## config.mk

```make
export PLATFORM = sky130hd
export DESIGN_NAME = div_unit
export DESIGN_NICKNAME = d
export VERILOG_FILES = /design/src/rtl/div_unit.sv
export SDC_FILE = /design/constraint.sdc
export NUM_CORES = 1
export LEC_CHECK = 0
export ABC_AREA = 1
export BUFFER_PORTS_ARGS = -buffer_cell sky130_fd_sc_hd__buf_2
export CAP_MARGIN = 20
export CORE_MARGIN = 2
export CORE_UTILIZATION = 55
export DETAILED_ROUTE_END_ITERATION = 16
export PLACE_DENSITY = 0.8
export SLEW_MARGIN = 20
export SYNTH_ARGS = -nofsm -noshare
export SYNTH_HDL_FRONTEND = slang
export SYNTH_SLANG_ARGS = --single-unit
export TNS_END_PERCENT = 10
```

## constraint.sdc

```tcl
create_clock -name clk -period 4.9 [get_ports clk]
set_clock_uncertainty 0.15 [all_clocks]
set_input_delay 0.245 -clock clk [delete_from_list [all_inputs] [get_ports clk]]
set_output_delay 0.245 -clock clk [all_outputs]
set_load 0.01 [all_outputs]
```

## src/rtl/div_unit.sv

```systemverilog
// Multi-cycle restoring divider for DIV/DIVU: one quotient bit per clock,
// sign correction in a separate FIX cycle, results held until the next FIX.
module div_unit #(
  parameter int unsigned DIV_W = 32
) (
  input  logic             clk,
  input  logic             rst,
  input  logic             div_valid,
  input  logic             div_signed,
  input  logic [DIV_W-1:0] div_dividend,
  input  logic [DIV_W-1:0] div_divisor,
  input  logic             div_cancel,
  output logic             div_ready,
  output logic             div_busy,
  output logic             div_done,
  output logic [DIV_W-1:0] div_quotient,
  output logic [DIV_W-1:0] div_remainder
);

  localparam int unsigned CNT_W = 6;
  localparam logic [CNT_W-1:0] LAST_ITER = CNT_W'(DIV_W - 1);

  typedef enum logic [1:0] {
    IDLE,
    CALC,
    FIX,
    DONE
  } state_t;

  state_t           state;
  state_t           state_nxt;
  logic [CNT_W-1:0] cnt;
  logic [DIV_W-1:0] quo;
  logic [DIV_W-1:0] dvs;
  logic [DIV_W-1:0] rem;
  logic             q_neg;
  logic             r_neg;

  logic             accept;
  logic             dividend_neg;
  logic             divisor_neg;
  logic [DIV_W-1:0] dividend_mag;
  logic [DIV_W-1:0] divisor_mag;
  logic [DIV_W:0]   rem_shift;
  logic [DIV_W-1:0] diff;
  logic             fits;

  assign div_ready = (state == IDLE);
  assign div_busy  = (state != IDLE);
  assign div_done  = (state == DONE);
  assign accept    = div_valid & div_ready & ~div_cancel;

  // Operand magnitudes; the most negative value maps onto itself as unsigned.
  assign dividend_neg = div_signed & div_dividend[DIV_W-1];
  assign divisor_neg  = div_signed & div_divisor[DIV_W-1];
  assign dividend_mag = dividend_neg ? (~div_dividend + DIV_W'(1)) : div_dividend;
  assign divisor_mag  = divisor_neg  ? (~div_divisor  + DIV_W'(1)) : div_divisor;

  // One restoring step: shift in the next dividend bit, subtract if it fits.
  assign rem_shift = {rem, quo[DIV_W-1]};
  assign fits      = (rem_shift >= {1'b0, dvs});
  assign diff      = DIV_W'(rem_shift - {1'b0, dvs});

  always_ff @(posedge clk or posedge rst) begin
    if (rst) begin
      state <= IDLE;
    end else begin
      state <= state_nxt;
    end
  end

  always_comb begin
    state_nxt = state;
    case (state)
      IDLE: if (accept) state_nxt = CALC;
      CALC: begin
        if (div_cancel)              state_nxt = IDLE;
        else if (cnt == LAST_ITER)   state_nxt = FIX;
      end
      FIX:  state_nxt = div_cancel ? IDLE : DONE;
      DONE: state_nxt = IDLE;
      default: state_nxt = IDLE;
    endcase
  end

  always_ff @(posedge clk or posedge rst) begin
    if (rst) begin
      cnt           <= '0;
      quo           <= '0;
      dvs           <= '0;
      rem           <= '0;
      q_neg         <= 1'b0;
      r_neg         <= 1'b0;
      div_quotient  <= '0;
      div_remainder <= '0;
    end else begin
      case (state)
        IDLE: begin
          if (accept) begin
            quo   <= dividend_mag;
            dvs   <= divisor_mag;
            rem   <= '0;
            q_neg <= dividend_neg ^ divisor_neg;
            r_neg <= dividend_neg;
            cnt   <= '0;
          end
        end
        CALC: begin
          rem <= fits ? diff : rem_shift[DIV_W-1:0];
          quo <= {quo[DIV_W-2:0], fits};
          cnt <= cnt + CNT_W'(1);
        end
        FIX: begin
          // A flush here must leave the previous result visible.
          if (!div_cancel) begin
            div_quotient  <= q_neg ? (~quo + DIV_W'(1)) : quo;
            div_remainder <= r_neg ? (~rem + DIV_W'(1)) : rem;
          end
        end
        default: ;
      endcase
    end
  end

endmodule

```

==> flow_summary.ini <==
[status]
status = finished, final reports clean

[routing]
wl_met3_mm = 3.42
drtAntennaViolNets = 0
wl_mm = 39.3
wl_met1_mm = 17.6
wl_per_cell_um = 15.9
top_layer = met4
dr.first_iter.drc_count = 1577
vias_per_cell = 5.45
drc = 0
wl_met2_mm = 16.9
firstDrtPassIters = 6
vias = 13473

[logic_synthesis]
seq_area_frac_synth_pct = 32.3
syn_nets = 2135
synth-seq-cells = 170
netlist_area_mm2 = 0.0132
yosysUniqueCellTypes = 45
ys_warn_count = 0
syn_area_per_cell_um2 = 6.50
synthCells = 2028

[global_route]
grt_pass1_wl_mm = 63.1
grt_max_degree = 129
antenna_found_initial = 0
grt.overflow.total = 0
grt_pass1_vias = 12079
grt_util_all_layers_pct = 31.0

[floorplan]
ios = 136
dieArea_mm2 = 0.0252
fp.dieW_um = 159
core-area_mm2 = 0.0235
num_rows = 56
die_h_um = 159
initial_utilization_pct = 56.1

[clock_network]
cts_root_buffer = clkbuf_16
cts_max_path_buffers = 2
clock-sinks = 170
clkLatencyLatePin_ns = 0.44
cts_max_level = 4
clkTransAtPathRegs_ns = 0.07
cts_buffers = 17
cts_tree = yes

[placement]
place_ws_ns = 2.10
gpl.final_weighted_congestion = 1.04
port_buffers = 135
placed_cells = 2427
postPlaceCellArea_mm2 = 0.0140
dp.final_hpwl_mm = 30.4

[sta]
max_freq_ghz = 0.352
fin_crit_sh_pct = 58.0
worst_pin_slew_ns = 0.992
slew_violations = 0
hold_viol = 0
min_period_ns = 2.84
tns_ns = 0
fin_ws_ns = 2.06
final-setup-viol-count = 0
rsz0062_at_grt = false
relSlewSlack_pct = 33.5

[setup_path]
cpMaxStageDelayCell = dfrtp_1
end_kind = flop
cpLargestDelayFamily = simple AND/OR/NAND/NOR gates
cp_common_cell = nand2_1
critPathLaunchType = flop
crit_buf_inv = 1
crit_required_ns = 5.07
cp_slowest_stage_delay_ns = 0.49
critPathMaxFanout = 33
crit_chain = ha_1 > nand2_1 > nor2_1 > inv_1 > nor3_2 > nand3_4 > nand2_8 > nand2_1 > nand3_1 > nand2_1
worstPathArrival_ns = 3.02
path_class = reg2reg

[layout]
drive_gt1_share_pct = 11.9
fin_area_mm2 = 0.0148
layout.nets = 2246
antenna_cells = 0
mostFrequentLayoutCells = nand2_1, inv_1, nand3_1
fillCellCount = 2194
final_cells = 2471
layout_commonest_cell = nand2_1
area_growth_pct = 12.1

[power]
ir_drop_uv = 314
powerDensity_mw_per_mm2 = 753
p_leak_nw = 7.87
totalPowerFinal_mw = 11.1

[worst_hold_path]
hold_class = in2reg

[run]
max_cap_violations = 0
[layer usage]
metal	GRT usage [%]	up-vias
met5	0	-
met4	12.1	0
met3	4.36	67
met2	46.9	608
met1	45.0	6138
li1	-	6660
[cells in the mapped netlist (all sizes together)]
cell,count,share of area (%)
a21o,3,0.17
a21oi,40,1.5
a22o,1,0.066
a22oi,1,0.057
a31o,1,0.066
a31oi,6,0.28
and2,3,0.14
buf,18,1.0
clkbuf,45,1.3
dfrtp,170,32
fa,1,0.15
ha,37,3.5
inv,301,8.6
nand2,688,20
nand3,213,8.6
nand3b,17,0.97
nand4,25,1.2
nor2,186,5.9
nor3,27,1.3
nor4,1,0.048
o211ai,9,0.51
o21ai,111,4.2
o21bai,8,0.46
o221ai,15,1.0
o22ai,11,0.52
o31ai,6,0.34
o41ai,1,0.066
or2,6,0.28
xnor2,17,1.1
xor2,60,4.0
[kinds of logic after synthesis]
logic type	count (synthesis)	synth area share [%]
AO/OA/AOI/OAI	213	9.28
XOR/XNOR	77	5.12
adder cells (fa/ha/maj)	38	3.66
buffers and inverters	364	10.9
flip-flops	170	32.3
AND/OR/NAND/NOR	1166	38.8
[what timing repair did]
action / 4_1_cts / 5_1_grt
gates resized for setup: 0 / 0
hold buffers: 11 / 0
buffers inserted: 0 / 0
endpoints found under the hold margin: 52 / 0
[final cells by class]
class,count,area [um^2],area share (%)
inverter,301,1130,7.68
tap,319,399,2.70
clock buffer,17,425,2.88
clock inverter,15,174,1.18
sequential,170,4250,28.8
multi-input combinational,1494,7500,50.8
timing repair buffer,155,878,5.95
[registers in the layout, indices dropped and copies added (netlist names)]
| signal | flops |
|---|---|
| div_quotient | 32 |
| div_remainder | 32 |
| dvs | 32 |
| quo | 32 |
| rem | 32 |
| cnt | 6 |
| state | 2 |
| q_neg | 1 |
| r_neg | 1 |
[tightest hold or removal path: stages]
cell and delay [ns]:
buf_2 0.11, a21oi_1 0.12, a22oi_1 0.08
[where the power goes]
part / internal [mW] / switching [mW] / total [mW] / leakage, nW
sequential: 2.08 / 0.649 / 2.73 / 2.10
clock: 0.689 / 0.664 / 1.35 / 0.286
combinational: 2.38 / 4.65 / 7.03 / 5.48
[final timing paths]
check                                                  start                            end  slack [ns]  cells past startpoint
worst max-delay path                     rem[22]$_DFFE_PP0P_             rem[1]$_DFFE_PP0P_        2.06                     10
worst min-delay path                          div_divisor[1]             dvs[1]$_DFFE_PP0P_       0.004                      3
worst max register to register           rem[22]$_DFFE_PP0P_             rem[1]$_DFFE_PP0P_        2.06                     10
worst min register to register  div_quotient[17]$_DFFE_PP0P_   div_quotient[17]$_DFFE_PP0P_        0.33                      2
max in group asynchronous                                rst   div_quotient[28]$_DFFE_PP0P_        3.48                      4
min in group asynchronous                                rst  div_remainder[26]$_DFFE_PP0P_        0.17                      3
[stage by stage]
| stage | hold slack, ns | utilization (%) |
|---|---|---|
| finish | 0.00401 | 62.9 |
| global route | 0.0240 | 62.9 |
| CTS | 0.00567 | 62.8 |
| detailed placement | 0.303 | 59.8 |
| global placement | 0.305 | 59.8 |
| floorplan | 0.168 | - |
(Power assumes the default switching activity.)
